### config.mk
export PLATFORM = sky130hd
export DESIGN_NAME = div_result_stage_flat
export DESIGN_NICKNAME = d
export VERILOG_FILES = /design/src/rtl/div_result_stage_if.sv /design/src/rtl/div_result_stage.sv /design/src/flat_wrapper.sv
export SDC_FILE = /design/constraint.sdc
export NUM_CORES = 1
export LEC_CHECK = 0
export CAP_MARGIN = 20
export CELL_PAD_IN_SITES_DETAIL_PLACEMENT = 1
export CELL_PAD_IN_SITES_GLOBAL_PLACEMENT = 1
export CORE_MARGIN = 5
export CORE_UTILIZATION = 43
export CTS_BUF_LIST = sky130_fd_sc_hd__clkbuf_16
export CTS_CLUSTER_SIZE = 10
export DETAILED_ROUTE_END_ITERATION = 6
export GPL_ROUTABILITY_DRIVEN = 1
export PLACE_DENSITY_LB_ADDON = 0.1
export SLEW_MARGIN = 10
export SYNTH_ARGS = -nofsm -noshare
export SYNTH_HDL_FRONTEND = slang
export SYNTH_SLANG_ARGS = --single-unit
### constraint.sdc
create_clock -name clk -period 17.15 [get_ports clk]
set_clock_uncertainty 0.15 [all_clocks]
set_input_delay 2.5725 -clock clk [delete_from_list [all_inputs] [get_ports clk]]
set_output_delay 2.5725 -clock clk [all_outputs]
set_load 0.02 [all_outputs]
### src/rtl/div_result_stage_if.sv
// div_result_stage_if: operand capture, raw divider result and output FIFO
// handshake bundle for div_result_stage. Revision 1.0.
`default_nettype none

interface div_result_stage_if #(
   parameter int parallelism = 32,
   parameter int TAG_W       = 4
);
   logic                   start;
   logic                   start_ready;
   logic                   usigned;
   logic [parallelism-1:0] dividend;
   logic [parallelism-1:0] divisor;
   logic [TAG_W-1:0]       tag;
   logic                   div_done;
   logic [parallelism-1:0] quotient;
   logic [parallelism-1:0] reminder;
   logic                   out_valid;
   logic                   out_ready;
   logic [parallelism-1:0] out_quotient;
   logic [parallelism-1:0] out_reminder;
   logic [TAG_W-1:0]       out_tag;
   logic                   out_dz;
   logic                   out_ovf;

   modport master (
      output start, usigned, dividend, divisor, tag, div_done, quotient, reminder, out_ready,
      input  start_ready, out_valid, out_quotient, out_reminder, out_tag, out_dz, out_ovf
   );

   modport slave (
      input  start, usigned, dividend, divisor, tag, div_done, quotient, reminder, out_ready,
      output start_ready, out_valid, out_quotient, out_reminder, out_tag, out_dz, out_ovf
   );
endinterface

`default_nettype wire

### src/rtl/div_result_stage.sv
// +--------------------------------------------------------------------------+
// | div_result_stage: divider result back-end with dz/ovf fixups and a       |
// | 2-entry output FIFO. DIVRES_SPECIAL_EN enables fixups and flags.         |
// | Revision 1.0                                                             |
// +--------------------------------------------------------------------------+
`default_nettype none

module div_result_stage #(
   parameter int parallelism = 32,
   parameter int TAG_W       = 4
) (
   input  wire logic           clk,
   input  wire logic           rst_n,
   div_result_stage_if.slave   bus
);
   typedef enum logic [1:0] {
      S_IDLE     = 2'd0,
      S_WAIT_DIV = 2'd1,
      S_HOLD     = 2'd2
   } state_t;

   state_t                 r_state;
   logic                   r_start_ready;
   logic [TAG_W-1:0]       r_tag;
   logic [parallelism-1:0] r_hold_q;
   logic [parallelism-1:0] r_hold_r;
   logic [parallelism-1:0] r_mem_q   [2];
   logic [parallelism-1:0] r_mem_r   [2];
   logic [TAG_W-1:0]       r_mem_tag [2];
   logic                   r_wr_ptr;
   logic                   r_rd_ptr;
   logic [1:0]             r_count;

   logic                   w_pop;
   logic                   w_push_ok;
   logic                   w_push;
   logic [parallelism-1:0] w_res_q;
   logic [parallelism-1:0] w_res_r;
   logic [parallelism-1:0] w_in_q;
   logic [parallelism-1:0] w_in_r;

`ifdef DIVRES_SPECIAL_EN
   logic [parallelism-1:0] r_dividend;
   logic                   r_dz;
   logic                   r_ovf;
   logic                   r_mem_dz  [2];
   logic                   r_mem_ovf [2];
   logic                   w_start_dz;
   logic                   w_start_ovf;

   assign w_start_dz  = (bus.divisor == '0);
   assign w_start_ovf = ~bus.usigned
                      & (bus.dividend == {1'b1, {(parallelism-1){1'b0}}})
                      & (bus.divisor == '1);
   // dz wins over ovf; the two cannot coincide anyway since divisors differ
   assign w_res_q = r_dz ? '1 : (r_ovf ? r_dividend : bus.quotient);
   assign w_res_r = r_dz ? r_dividend : (r_ovf ? '0 : bus.reminder);
   assign bus.out_dz  = r_mem_dz[r_rd_ptr];
   assign bus.out_ovf = r_mem_ovf[r_rd_ptr];
`else
   logic w_unused_ops;

   assign w_unused_ops = ^{bus.usigned, bus.dividend, bus.divisor};
   assign w_res_q      = bus.quotient;
   assign w_res_r      = bus.reminder;
   assign bus.out_dz   = 1'b0;
   assign bus.out_ovf  = 1'b0;
`endif

   assign w_pop     = bus.out_valid & bus.out_ready;
   assign w_push_ok = (r_count != 2'd2) | w_pop;
   assign w_push    = ((r_state == S_WAIT_DIV) & bus.div_done & w_push_ok)
                    | ((r_state == S_HOLD) & w_push_ok);
   assign w_in_q    = (r_state == S_HOLD) ? r_hold_q : w_res_q;
   assign w_in_r    = (r_state == S_HOLD) ? r_hold_r : w_res_r;

   assign bus.start_ready  = r_start_ready;
   assign bus.out_valid    = (r_count != 2'd0);
   assign bus.out_quotient = r_mem_q[r_rd_ptr];
   assign bus.out_reminder = r_mem_r[r_rd_ptr];
   assign bus.out_tag      = r_mem_tag[r_rd_ptr];

   always_ff @(posedge clk) begin
      if (!rst_n) begin
         r_state       <= S_IDLE;
         r_start_ready <= 1'b1;
         r_tag         <= '0;
         r_hold_q      <= '0;
         r_hold_r      <= '0;
         r_wr_ptr      <= 1'b0;
         r_rd_ptr      <= 1'b0;
         r_count       <= 2'd0;
         for (int i = 0; i < 2; i++) begin
            r_mem_q[i]   <= '0;
            r_mem_r[i]   <= '0;
            r_mem_tag[i] <= '0;
`ifdef DIVRES_SPECIAL_EN
            r_mem_dz[i]  <= 1'b0;
            r_mem_ovf[i] <= 1'b0;
`endif
         end
`ifdef DIVRES_SPECIAL_EN
         r_dividend <= '0;
         r_dz       <= 1'b0;
         r_ovf      <= 1'b0;
`endif
      end else begin
         case (r_state)
            S_IDLE: begin
               if (bus.start) begin
                  r_tag         <= bus.tag;
`ifdef DIVRES_SPECIAL_EN
                  r_dividend    <= bus.dividend;
                  r_dz          <= w_start_dz;
                  r_ovf         <= w_start_ovf;
`endif
                  r_state       <= S_WAIT_DIV;
                  r_start_ready <= 1'b0;
               end
            end
            S_WAIT_DIV: begin
               if (bus.div_done) begin
                  if (w_push_ok) begin
                     r_state       <= S_IDLE;
                     r_start_ready <= 1'b1;
                  end else begin
                     // tag and flags stay in r_tag/r_dz/r_ovf while holding
                     r_hold_q <= w_res_q;
                     r_hold_r <= w_res_r;
                     r_state  <= S_HOLD;
                  end
               end
            end
            S_HOLD: begin
               if (w_push_ok) begin
                  r_state       <= S_IDLE;
                  r_start_ready <= 1'b1;
               end
            end
            default: begin
               r_state       <= S_IDLE;
               r_start_ready <= 1'b1;
            end
         endcase

         if (w_push) begin
            r_mem_q[r_wr_ptr]   <= w_in_q;
            r_mem_r[r_wr_ptr]   <= w_in_r;
            r_mem_tag[r_wr_ptr] <= r_tag;
`ifdef DIVRES_SPECIAL_EN
            r_mem_dz[r_wr_ptr]  <= r_dz;
            r_mem_ovf[r_wr_ptr] <= r_ovf;
`endif
            r_wr_ptr <= ~r_wr_ptr;
         end
         if (w_pop) begin
            r_rd_ptr <= ~r_rd_ptr;
         end
         case ({w_push, w_pop})
            2'b10:   r_count <= r_count + 2'd1;
            2'b01:   r_count <= r_count - 2'd1;
            default: r_count <= r_count;
         endcase
      end
   end
endmodule

`default_nettype wire
### src/flat_wrapper.sv
// flat-port wrapper written by rule: the top's interface ports become plain ports
module div_result_stage_flat 
#(
   parameter int parallelism = 32,
   parameter int TAG_W       = 4
)
  (clk, rst_n, bus_start, bus_usigned, bus_dividend, bus_divisor, bus_tag, bus_div_done, bus_quotient, bus_reminder, bus_out_ready, bus_start_ready, bus_out_valid, bus_out_quotient, bus_out_reminder, bus_out_tag, bus_out_dz, bus_out_ovf);
  div_result_stage_if #(.parallelism(parallelism), .TAG_W(TAG_W)) bus_i ();
  input  wire logic clk;
  input  wire logic rst_n;
  input wire logic [$bits(bus_i.start)-1:0] bus_start;
  input wire logic [$bits(bus_i.usigned)-1:0] bus_usigned;
  input wire logic [$bits(bus_i.dividend)-1:0] bus_dividend;
  input wire logic [$bits(bus_i.divisor)-1:0] bus_divisor;
  input wire logic [$bits(bus_i.tag)-1:0] bus_tag;
  input wire logic [$bits(bus_i.div_done)-1:0] bus_div_done;
  input wire logic [$bits(bus_i.quotient)-1:0] bus_quotient;
  input wire logic [$bits(bus_i.reminder)-1:0] bus_reminder;
  input wire logic [$bits(bus_i.out_ready)-1:0] bus_out_ready;
  output wire logic [$bits(bus_i.start_ready)-1:0] bus_start_ready;
  output wire logic [$bits(bus_i.out_valid)-1:0] bus_out_valid;
  output wire logic [$bits(bus_i.out_quotient)-1:0] bus_out_quotient;
  output wire logic [$bits(bus_i.out_reminder)-1:0] bus_out_reminder;
  output wire logic [$bits(bus_i.out_tag)-1:0] bus_out_tag;
  output wire logic [$bits(bus_i.out_dz)-1:0] bus_out_dz;
  output wire logic [$bits(bus_i.out_ovf)-1:0] bus_out_ovf;
  assign bus_i.start = bus_start;
  assign bus_i.usigned = bus_usigned;
  assign bus_i.dividend = bus_dividend;
  assign bus_i.divisor = bus_divisor;
  assign bus_i.tag = bus_tag;
  assign bus_i.div_done = bus_div_done;
  assign bus_i.quotient = bus_quotient;
  assign bus_i.reminder = bus_reminder;
  assign bus_i.out_ready = bus_out_ready;
  assign bus_start_ready = bus_i.start_ready;
  assign bus_out_valid = bus_i.out_valid;
  assign bus_out_quotient = bus_i.out_quotient;
  assign bus_out_reminder = bus_i.out_reminder;
  assign bus_out_tag = bus_i.out_tag;
  assign bus_out_dz = bus_i.out_dz;
  assign bus_out_ovf = bus_i.out_ovf;
  div_result_stage #(.parallelism(parallelism), .TAG_W(TAG_W)) u_core (.clk(clk), .rst_n(rst_n), .bus(bus_i));
endmodule
# After elaboration in Yosys (flattened, before gate mapping)
# Memory sizes are Yosys's and may differ from the RTL's. A register that Yosys moved wholly into a read port is not among the register bits.
# Cells that the tools add are included.
# totals
regBits,75
ram_bits,136
out_inout_bits,72
elab_cells,71
memories,3
# classes
addsub,2
eq_ne,8
mux,31
bitwise,9
reduce_logical,10
# memory_table
name,depth,width,rd,rd_clocked_by_memory_dff,wr,line_no,source
u_core.r_mem_q,2,32,1,1,2,div_result_stage.sv:27,logic [parallelism-1:0] r_mem_q [2];
u_core.r_mem_r,2,32,1,1,2,div_result_stage.sv:28,logic [parallelism-1:0] r_mem_r [2];
u_core.r_mem_tag,2,4,1,1,2,div_result_stage.sv:29,logic [TAG_W-1:0] r_mem_tag [2];
# ops
cell,n
$mux 32,4
$reduce_or 32->1,2
$mux 1,19
$mux 2,4
$ne 2x2->1 const B,3
$pmux 2 s3,1
$reduce_and 3->1,2
$and 1x1->1,4
$eq 2x1->1 const B,2
$eq 2x2->1 const B,2
$mux 4,1
$pmux 2 s2,1
$reduce_and 2->1,2
$reduce_bool 2->1,2
$reduce_or 4->1,1
$not 1->1,3
$pmux 1 s3,1
$add 2x1->2 const B,1
$logic_not 2->1,1
$ne 2x1->1 const B,1
$or 1x1->1,2
$sub 2x1->2 const B,1

# Logic depth before layout (Yosys ltp)
# Gate-level depths: netlist of run 1.
# depth
ltp_word,10
mapped_depth,9
mapped_depth_nobuf,5

# Worst setup path after synthesis of run 1
# No wires, ideal clock.
# synth_timing
path_kind,input to register
start,input port bus_div_done
end,"memory u_core.r_mem_q[1][0], enable pin"
setup_ns,0.588
arrival_time_ns,7.563
required_time_ns,16.412
setup_slack_ns,8.849
stages,3
cell_sequence,a21o_1 > nand2_1 > o21ai_0
# synth_rtl
element,line_no,source
start: declaration,flat_wrapper.sv:16,input wire logic [$bits(bus_i.div_done)-1:0] bus_div_done;
end: declaration,div_result_stage.sv:27,

==> results of run 1 <==
[flip-flops by register name (all words and copies together) (netlist names), named ones only]
register	flops
u_core.r_hold_r	32
u_core.r_rd_ptr	1
u_core.r_count	2
u_core.r_mem_q	64
u_core.r_wr_ptr	1
u_core.r_mem_tag	8
u_core.r_mem_r	64
u_core.bus.start_ready	1
u_core.r_hold_q	32
u_core.r_tag	4
u_core.r_state	2
[metrics by stage]
| stage | power, uW | util, % | instances |
|---|---|---|---|
| 2_1_floorplan | 679.3 | - | 797 |
| 3_3_place_gp | 750.2 | 50.62 | 1172 |
| 3_5_place_dp | 756.1 | 50.62 | 1172 |
| 4_1_cts | 1214 | 53.86 | 1217 |
| 5_1_grt | 1248 | 53.86 | 1217 |
| 6_report | 1199 | 53.86 | 1217 |
[how the worst max path moves through the flow]
| stage | start | to | slack (ps) | depth (start not counted) |
|---|---|---|---|---|
| after global placement | bus_out_ready | u_core.r_hold_q[20]$_SDFFE_PN0P_ | 11790 | 5 |
| after global routing | flop | bus_out_quotient[15] | 11710 | 2 |
| after CTS | flop | bus_out_quotient[8] | 11760 | 2 |
| after floorplan | bus_div_done | u_core.r_mem_q[1][0]$_SDFFCE_PN0P_ | 8850 | 3 |
| after detailed placement | bus_out_ready | u_core.r_hold_r[25]$_SDFFE_PN0P_ | 11660 | 5 |
| final | flop | bus_out_quotient[14] | 11830 | 2 |
[cell type report]
| type | count | area, um2 | area share, % |
|---|---|---|---|
| clock inverters | 20 | 75.07 | 0.6447 |
| clock buffers | 25 | 625.6 | 5.372 |
| multi-input cells | 519 | 3457 | 29.69 |
| well taps | 280 | 350.3 | 3.008 |
| inverters | 9 | 33.78 | 0.2901 |
| flip-flops and latches | 212 | 5609 | 48.17 |
| repair buffers | 152 | 1494 | 12.83 |
[routing by layer]
layer  GRT usage [%]  vias up  wire length, um
met1           21.55     3177             9644
met2           36.20      133            12550
met3           4.019       27             1217
li1                -     2983                -
met4           4.629        0              346
met5               0        -                0
[kinds of logic (layout without fill, tap and decap cells)]
logic type               Yosys count  count (layout)  synth area share, %
AO/OA/AOI/OAI                     19              19                1.309
buffers and inverters             66             206                3.778
flip-flops                       212             212                59.81
AND/OR/NAND/NOR                  296             296                12.48
XOR/XNOR                           1               1              0.09348
adder cells (fa/ha/maj)            4               4               0.5341
other                              1               2              0.04001
multiplexers                     197             197                21.95
[synth_stat cells (all sizes together), types with 2 or more instances]
cell,number
a211oi,2
a21oi,6
buf,33
clkbuf,24
dfxtp,76
edfxtp,136
ha,4
inv,8
mux2,68
mux2i,129
nand2,139
nand3,4
nand4b,2
nor2,139
nor2b,2
o21ai,4
or2,2
[where the power goes]
part / internal (uW) / total [uW] / leakage (uW) / switching, uW
logic: 75.0 / 161 / 0.00169 / 85.8
clock network: 260 / 456 / 0.000403 / 195
registers: 571 / 583 / 0.00203 / 11.4
total: 907 / 1200 / 0.00413 / 293
[tightest hold or removal path, cell delays in order (launching register included)]
cell and delay, ps:
sky130_fd_sc_hd__dfxtp_1 310, sky130_fd_sc_hd__nand2_1 50, sky130_fd_sc_hd__a21oi_1 50
==> flow_summary.rst, run 1 <==
.. list-table::
   :header-rows: 1

   * - Metric
     - Value
   * - Reg2Reg Depth
     - 6
   * - Post-detailed-route count of antenna-violating nets
     - 0
   * - Data required time of the critical path
     - ~14000 ps
   * - Root buffer cell
     - sky130_fd_sc_hd__clkbuf_16
   * - Top Ports
     - 210
   * - Hold Vio Cnt, Final
     - 0
   * - Arrival time worst endpoint
     - 2590 ps
   * - Max-cap violations
     - 0
   * - Flop and latch count out of synthesis
     - 212
   * - Number of remaining DRC errors
     - 0
   * - Initial detailed-routing violation count
     - around 220
   * - Antenna diode count
     - 0
   * - Warning count from the yosys run
     - 0
   * - Final critical-path setup slack
     - 11830 ps
   * - Post-CTS Hold Fix Bufs
     - 0
   * - Worst Hold End
     - u_core.r_tag[3]$_SDFFE_PN0P_
   * - Share of synthesized area occupied by flip-flops and latches
     - 59.81%
   * - Post-Route WL
     - approximately 24 mm
   * - Worst reg2reg path endpoint
     - u_core.r_mem_r[1][24]$_SDFFCE_PN0P_
   * - Total number of H-tree levels
     - 1
   * - Kind of end point of the critical path
     - primary output
   * - Max_slew headroom
     - between 20 and 30%
   * - Setup Crit Path Kind
     - reg2out
   * - Post-Synthesis Cells
     - roughly 800
   * - Post-CTS setup buffers
     - 0
   * - Setup repair after global routing missed its margin
     - false
   * - Final net count
     - 1061
   * - Hold Path Origin
     - u_core.r_tag[3]$_SDFFE_PN0P_
   * - Leftover overflow at the end of global routing
     - 0
   * - Area overhead of the layout relative to synthesis
     - 24.26%
   * - Global placement routability congestion
     - slightly below 0.8
   * - Launch point of the worst reg-to-reg path
     - u_core.r_state[0]$_SDFFE_PN0P_
   * - Leakage
     - 0.004127 uW
   * - Final sum of negative setup slack
     - 0 ps
   * - Dominant delay contributor by cell family on the critical path
     - flip-flops
   * - Register-to-register setup slack
     - 14160 ps
   * - Max-slew violations
     - 0
   * - Overall global routing resource usage
     - 18.99%
   * - Global-route wire length before repair
     - around 37 mm
   * - Via total after detailed routing
     - 6320
   * - Detailed placer's ending HPWL
     - 14.54 mm
   * - Result of the run
     - complete, no violations
   * - Peak clock frequency supported by timing
     - ~190 MHz
   * - Number of antenna violations at the first check in global routing
     - 0
   * - Floorplan die width
     - roughly 160 um
   * - Routed vias/inst
     - just over 5
   * - Top post-synthesis cells by area
     - sky130_fd_sc_hd__edfxtp_1, sky130_fd_sc_hd__dfxtp_1, sky130_fd_sc_hd__mux2i_1
   * - Worst-skew pair later-pin latency
     - between 500 and 600 ps
   * - Pin count of the biggest net entering global routing
     - 101
   * - Overall die area
     - roughly 25000 um2
   * - Placed instance area
     - 10940 um2
   * - Tightest Pin Transition
     - 1086 ps
   * - Setup violations, final
     - 0
   * - Cell type contributing the most total cell area after synthesis
     - sky130_fd_sc_hd__edfxtp_1
   * - Layout cell share with drive strength beyond 1
     - between 10% and 20%
   * - Syn Area/Cell
     - 11.77 um2
   * - Vertical die dimension
     - 157.6 um
   * - Clock tree from TritonCTS
     - built
   * - Classification of the worst-slack hold path
     - reg2reg
   * - CTS sink cnt
     - 212
   * - Number of buffer cells added on primary ports
     - 142
   * - Worst Hold Slack
     - a little over 300 ps
   * - Core Area
     - about 22000 um2
   * - Commonest register cell after synthesis
     - sky130_fd_sc_hd__edfxtp_1
   * - Cell area after synthesis
     - approximately 9400 um2
   * - CTS clock-pin slew for the worst setup and hold paths
     - roughly 60 ps
   * - CP max stage delay
     - 1080 ps
   * - Drt wl/cell
     - just under 20 um
   * - Clock period minus worst slack
     - roughly 5300 ps
   * - Maximum fanout along the worst path
     - between 60 and 70
   * - Number of gates resized after cts
     - 0
   * - Fraction of registers with async set or reset after synthesis
     - 0%
   * - Number of fill cells in the layout
     - between 2000 and 2500
   * - Number of synthesized flops with an enable pin
     - around 140
   * - Part of the cycle the worst path needs
     - between 30% and 40%
   * - Initial cell density of the core
     - 43.34%
   * - Most common cell after layout, fill and taps aside
     - sky130_fd_sc_hd__clkdlybuf4s50_1
   * - Worst-case clock buffer depth
     - 3
   * - PD cells
     - 103.0 nW/um2
   * - Area of all placed cells without fillers
     - between 10000 and 15000 um2
   * - Commonest cells after routing, fill and taps aside
     - sky130_fd_sc_hd__clkdlybuf4s50_1, sky130_fd_sc_hd__nand2_1, sky130_fd_sc_hd__nor2_1
   * - Number of buffers created by CTS
     - 25
   * - Cell with the biggest individual delay on the critical path
     - sky130_fd_sc_hd__dfxtp_4
   * - Number of iterations in the first detailed-routing pass
     - 4
   * - Post-placement setup slack
     - 11660 ps
   * - Highest ir drop seen on vdd
     - just under 0.00008 V
   * - Number of standard-cell rows in the floorplan
     - 54
   * - Type of element launching the critical path
     - flop
   * - Count of buffering cells on the critical path with inverters included
     - 1
   * - Number of unique standard cell types used by synthesis
     - 39
   * - Number of global-route vias before repair
     - between 7000 and 8000
   * - Critical path, cell by cell
     - mux2_2 -> clkdlybuf4s50_1
   * - Worst hold path stage count
     - 2
   * - Fraction of post-synthesis cell area in the top cell type by area
     - between 40% and 50%
No activity file was read; power rests on OpenSTA's default activity.
==> run 2, diff against run 1 <==
Settings changed: CORE_UTILIZATION 43 to 36.
Clock period 17.15 ns to 4.32 ns, I/O delays scaled along.
==> run 2 against run 1 <==
Net effect: global-route usage down 2.6 points; via count up 0.14%; clock-buffer cell count up 2; routed wire length up 1.9%; power rose to 4.1 times the previous value; non-clock buffer count up 4; design area up 1.8%; critical path type unchanged; die area up 18%; critical path depth up 1; cell count up 5.0%; sequential power rose to 4.0 times the previous value.
==> flow_summary.rst, run 2 (same netlist as run 1, synthesis figures left out) <==
.. list-table::
   :header-rows: 1

   * - Metric
     - Value
   * - Leakage
     - roughly 0.0042 uW
   * - Number of antenna violations at the first check in global routing
     - 1
   * - Pin count of the biggest net entering global routing
     - approximately 70
   * - Final net count
     - approximately 1100
   * - Area of all placed cells without fillers
     - roughly 12000 um2
   * - Dominant delay contributor by cell family on the critical path
     - buffers and inverters
   * - Core Area
     - roughly 26000 um2
   * - Setup Crit Path Kind
     - reg2out
   * - Most common cell after layout, fill and taps aside
     - sky130_fd_sc_hd__clkdlybuf4s50_1
   * - Commonest cells after routing, fill and taps aside
     - sky130_fd_sc_hd__clkdlybuf4s50_1, sky130_fd_sc_hd__nand2_1, sky130_fd_sc_hd__nor2_1
   * - Post-Route WL
     - ~24 mm
   * - Post-CTS Hold Fix Bufs
     - 0
   * - Data required time of the critical path
     - ~3500 ps
   * - Clock tree from TritonCTS
     - built
   * - Max_slew headroom
     - 40.02%
   * - Global placement routability congestion
     - approximately 0.73
   * - Kind of end point of the critical path
     - primary output
   * - Setup violations, final
     - 0
   * - Number of buffer cells added on primary ports
     - roughly 140
   * - PD cells
     - around 410 nW/um2
   * - Routed vias/inst
     - ~5
   * - Count of buffering cells on the critical path with inverters included
     - 2
   * - Post-detailed-route count of antenna-violating nets
     - 0
   * - Number of iterations in the first detailed-routing pass
     - 4
   * - Post-placement setup slack
     - between 1000 and 1500 ps
   * - Number of remaining DRC errors
     - 0
   * - Detailed placer's ending HPWL
     - roughly 15 mm
   * - Floorplan die width
     - approximately 170 um
   * - CTS clock-pin slew for the worst setup and hold paths
     - approximately 50 ps
   * - Part of the cycle the worst path needs
     - about 80%
   * - Antenna diode count
     - 0
   * - Number of fill cells in the layout
     - 2741
   * - Root buffer cell
     - sky130_fd_sc_hd__clkbuf_16
   * - Final sum of negative setup slack
     - 0 ps
   * - Initial detailed-routing violation count
     - between 200 and 250
   * - Hold Vio Cnt, Final
     - 0
   * - Leftover overflow at the end of global routing
     - 0
   * - Number of buffers created by CTS
     - 26
   * - Max-cap violations
     - 0
   * - Worst-case clock buffer depth
     - 3
   * - Classification of the worst-slack hold path
     - reg2reg
   * - Top Ports
     - 210
   * - Number of gates resized after cts
     - 0
   * - Result of the run
     - complete, no violations
   * - Maximum fanout along the worst path
     - about 40
   * - Placed instance area
     - 11080 um2
   * - Pwr Total
     - around 4900 uW
   * - Highest ir drop seen on vdd
     - about 0.00026 V
   * - Critical path, cell by cell
     - buf_4 -> mux2_2 -> clkdlybuf4s50_1
   * - Initial cell density of the core
     - between 30 and 40%
   * - CTS sink cnt
     - 212
   * - Arrival time worst endpoint
     - between 2000 and 3000 ps
   * - Max-slew violations
     - 0
   * - Global-route wire length before repair
     - approximately 38 mm
   * - CP max stage delay
     - 760 ps
   * - Peak clock frequency supported by timing
     - between 200 and 300 MHz
   * - Setup repair after global routing missed its margin
     - false
   * - Vertical die dimension
     - 171.3 um
   * - Number of global-route vias before repair
     - around 7300
   * - Cell with the biggest individual delay on the critical path
     - sky130_fd_sc_hd__dfxtp_4
   * - Area overhead of the layout relative to synthesis
     - 26.54%
   * - Post-CTS setup buffers
     - 0
   * - Total number of H-tree levels
     - 1
   * - Final critical-path setup slack
     - roughly 910 ps
   * - Via total after detailed routing
     - between 6000 and 7000
   * - Largest regs
     - u_core.r_mem_q x64, u_core.r_mem_r x64
   * - Tightest Pin Transition
     - about 900 ps
   * - Drt wl/cell
     - about 19 um
   * - Number of standard-cell rows in the floorplan
     - 59
   * - Overall die area
     - 29360 um2
   * - Type of element launching the critical path
     - flop
   * - Clock period minus worst slack
     - roughly 3400 ps
   * - Worst-skew pair later-pin latency
     - around 500 ps
   * - Layout cell share with drive strength beyond 1
     - 12.94%
   * - Overall global routing resource usage
     - approximately 16%
[run 2: where the power goes]
group	leakage (uW)	internal (uW)	switching, uW	total [uW]
registers	0.00203	2270	37.7	2310
clock network	0.000443	1170	789	1960
logic	0.00173	302	350	652
[run 2: worst paths after layout]
| path | depth (start not counted) | startpoint | to | slack [ps] |
|---|---|---|---|---|
| max | 3 | flop | bus_out_reminder[16] | 910 |
| min | 2 | u_core.r_hold_q[4]$_SDFFE_PN0P_ | u_core.r_hold_q[4]$_SDFFE_PN0P_ | 310 |
| max reg2reg | 6 | u_core.r_state[0]$_SDFFE_PN0P_ | u_core.r_mem_r[1][23]$_SDFFCE_PN0P_ | 1540 |
| min reg2reg | 2 | u_core.r_hold_q[4]$_SDFFE_PN0P_ | u_core.r_hold_q[4]$_SDFFE_PN0P_ | 310 |
[run 2: cell type report]
type                            count  area, um2  share of cell area [%]
Tap cell                          335      419.2                   3.534
Inverter                            9      33.78                  0.2849
Sequential cell                   212       5609                   47.30
Clock buffer                       27      675.6                   5.697
Multi-Input combinational cell    519       3457                   29.15
Clock inverter                     20      102.6                  0.8652
Timing Repair Buffer              156       1562                   13.17
[run 2: worst min-delay path, stage by stage (launching register included)]
cell	delay [ps]
sky130_fd_sc_hd__dfxtp_1	310
sky130_fd_sc_hd__nand2_1	50
sky130_fd_sc_hd__mux2i_1	50
[run 2: layer usage]
| layer | GRT usage [%] | share of wire [%] |
|---|---|---|
| met1 | 18.45 | 40 |
| met2 | 30.84 | 52 |
| met3 | 3.838 | 6.0 |
| met4 | 4.547 | 2.4 |
| met5 | 0 | 0.083 |
[run 2: through the flow]
stage | hold slack, ps | instances | utilization, %
detailed placement | 299.5 | 1231 | 42.89
CTS | 297.9 | 1278 | 45.90
global placement | 291.4 | 1231 | 42.89
global route | 328.7 | 1278 | 45.90
finish | 306.8 | 1278 | 45.90
floorplan | 284.4 | 797 | -
==> run 3, diff against run 2 <==
Settings changed: CORE_UTILIZATION 36 to 40.
Clock period 4.32 ns to 3.5 ns, I/O delays scaled along.
==> run 3 against run 2 <==
Net effect: combinational power grew 23%; largest cell class unchanged; routed wire length shrank 3.6%; via count shrank 0.25%; critical path type unchanged.
==> flow_summary.rst, run 3 (same netlist as run 1, synthesis figures left out) <==
.. list-table::
   :header-rows: 1

   * - Metric
     - Value
   * - Classification of the worst-slack hold path
     - reg2reg
   * - Antenna diode count
     - 0
   * - Drt wl/cell
     - between 15 and 20 um
   * - Number of iterations in the first detailed-routing pass
     - 4
   * - Number of remaining DRC errors
     - 0
   * - Number of buffers created by CTS
     - 26
   * - Max-slew violations
     - 0
   * - PD cells
     - 507.5 nW/um2
   * - Routed vias/inst
     - approximately 5
   * - Overall die area
     - ~27000 um2
   * - Root buffer cell
     - sky130_fd_sc_hd__clkbuf_16
   * - Total number of H-tree levels
     - 1
   * - Post-detailed-route count of antenna-violating nets
     - 0
   * - Most common cell after layout, fill and taps aside
     - sky130_fd_sc_hd__clkdlybuf4s50_1
   * - Commonest cells after routing, fill and taps aside
     - sky130_fd_sc_hd__clkdlybuf4s50_1, sky130_fd_sc_hd__nand2_1, sky130_fd_sc_hd__nor2_1
   * - Detailed placer's ending HPWL
     - approximately 15 mm
   * - Initial cell density of the core
     - between 40% and 50%
   * - Via total after detailed routing
     - ~6300
   * - Initial detailed-routing violation count
     - ~250
   * - Leftover overflow at the end of global routing
     - 0
   * - Dominant delay contributor by cell family on the critical path
     - buffers and inverters
   * - Vertical die dimension
     - 163.1 um
   * - Clock tree from TritonCTS
     - built
   * - Worst-case clock buffer depth
     - 3
   * - Post-CTS setup buffers
     - 0
   * - Pin count of the biggest net entering global routing
     - 85
   * - Data required time of the critical path
     - approximately 2800 ps
   * - Cell with the biggest individual delay on the critical path
     - sky130_fd_sc_hd__dfxtp_4
   * - Maximum fanout along the worst path
     - 31
   * - Max-cap violations
     - 0
   * - Clock period minus worst slack
     - ~3100 ps
   * - Arrival time worst endpoint
     - 2440 ps
   * - Post-Place Cells
     - 1217
   * - Kind of end point of the critical path
     - primary output
   * - Worst-skew pair later-pin latency
     - 510 ps
   * - Layout cell share with drive strength beyond 1
     - 13.11%
   * - Part of the cycle the worst path needs
     - just under 90%
   * - Result of the run
     - complete, no violations
   * - Number of fill cells in the layout
     - around 2500
   * - Number of gates resized after cts
     - 0
   * - Highest ir drop seen on vdd
     - around 0.00031 V
   * - Fin cells
     - ~1300
   * - Core Area
     - ~23000 um2
   * - Final core utilization
     - ~51%
   * - Number of buffer cells added on primary ports
     - 142
   * - CTS sink cnt
     - approximately 210
   * - Setup repair after global routing missed its margin
     - false
   * - Tightest Pin Transition
     - around 910 ps
   * - Post-CTS Hold Fix Bufs
     - 0
   * - Setup violations, final
     - 0
   * - Count of buffering cells on the critical path with inverters included
     - 2
   * - Area overhead of the layout relative to synthesis
     - 26.17%
   * - Critical path, cell by cell
     - buf_12 -> mux2_2 -> clkdlybuf4s50_1
   * - Peak clock frequency supported by timing
     - roughly 320 MHz
   * - Setup Crit Path Kind
     - reg2out
   * - Leakage
     - roughly 0.0042 uW
   * - Number of standard-cell rows in the floorplan
     - between 50 and 60
   * - Global placement routability congestion
     - about 0.70
   * - Max_slew headroom
     - between 30% and 40%
   * - CP max stage delay
     - about 690 ps
   * - Top Ports
     - 210
   * - Largest regs
     - u_core.r_mem_q x64, u_core.r_mem_r x64
   * - Number of global-route vias before repair
     - about 7000
   * - Overall global routing resource usage
     - between 15 and 20%
   * - Hold Vio Cnt, Final
     - 0
   * - Type of element launching the critical path
     - flop
   * - Post-Route WL
     - 23.34 mm
   * - Final net count
     - 1068
   * - CTS clock-pin slew for the worst setup and hold paths
     - approximately 50 ps
   * - Number of antenna violations at the first check in global routing
     - 1
   * - Global-route wire length before repair
     - between 30 and 40 mm
   * - Floorplan die width
     - ~160 um
-- run 3: final timing paths --
path | from | end | slack, ps | cells past startpoint
worst max-delay path | flop | bus_out_tag[2] | 380 | 3
worst min-delay path | u_core.r_tag[3]$_SDFFE_PN0P_ | u_core.r_tag[3]$_SDFFE_PN0P_ | 300 | 2
worst max register to register | u_core.r_state[0]$_SDFFE_PN0P_ | u_core.r_mem_r[0][11]$_SDFFCE_PN0P_ | 910 | 6
worst min register to register | u_core.r_tag[3]$_SDFFE_PN0P_ | u_core.r_tag[3]$_SDFFE_PN0P_ | 300 | 2
-- run 3: metrics by stage --
step / hold slack, ps / TNS, ps / cell area, um2 / setup WS [ps] / power, uW
5_1_grt: 332.7 / 0 / 11820 / 279.5 / 6264
3_3_place_gp: 291.4 / 0 / 11060 / 813.2 / 3681
4_1_cts: 304.1 / 0 / 11820 / 331.9 / 6103
2_1_floorplan: 284.4 / -145940 / 9375 / -1073 / 3320
6_report: 303.2 / 0 / 11820 / 383.4 / 6001
3_5_place_dp: 296.8 / 0 / 11060 / 722.7 / 3708
-- run 3: report_power, final --
part	internal (uW)	switching, uW
clock network	1380	980
registers	2800	44.5
logic	370	430
-- run 3: tightest hold or removal path, stage by stage (launching register included) --
cell                      delay [ps]
sky130_fd_sc_hd__dfxtp_1         300
sky130_fd_sc_hd__nand2_1          50
sky130_fd_sc_hd__a21oi_1          50
-- run 3: per-layer routing --
layer / GRT usage (%) / up-vias / part of all wire [%]
met5: 0 / - / 0.056
met4: 3.851 / 2 / 2.0
met3: 3.533 / 35 / 4.4
met2: 32.00 / 114 / 51
met1: 21.36 / 3157 / 42
li1: - / 3005 / -
-- run 3: layout make-up --
cell class	count	area, um2	area share [%]
clock buffers	27	675.6	5.714
clock inverters	21	85.08	0.7196
inverters	9	33.78	0.2857
multi-input cells	519	3457	29.24
flip-flops and latches	212	5609	47.44
well taps	319	399.1	3.376
repair buffers	158	1564	13.23
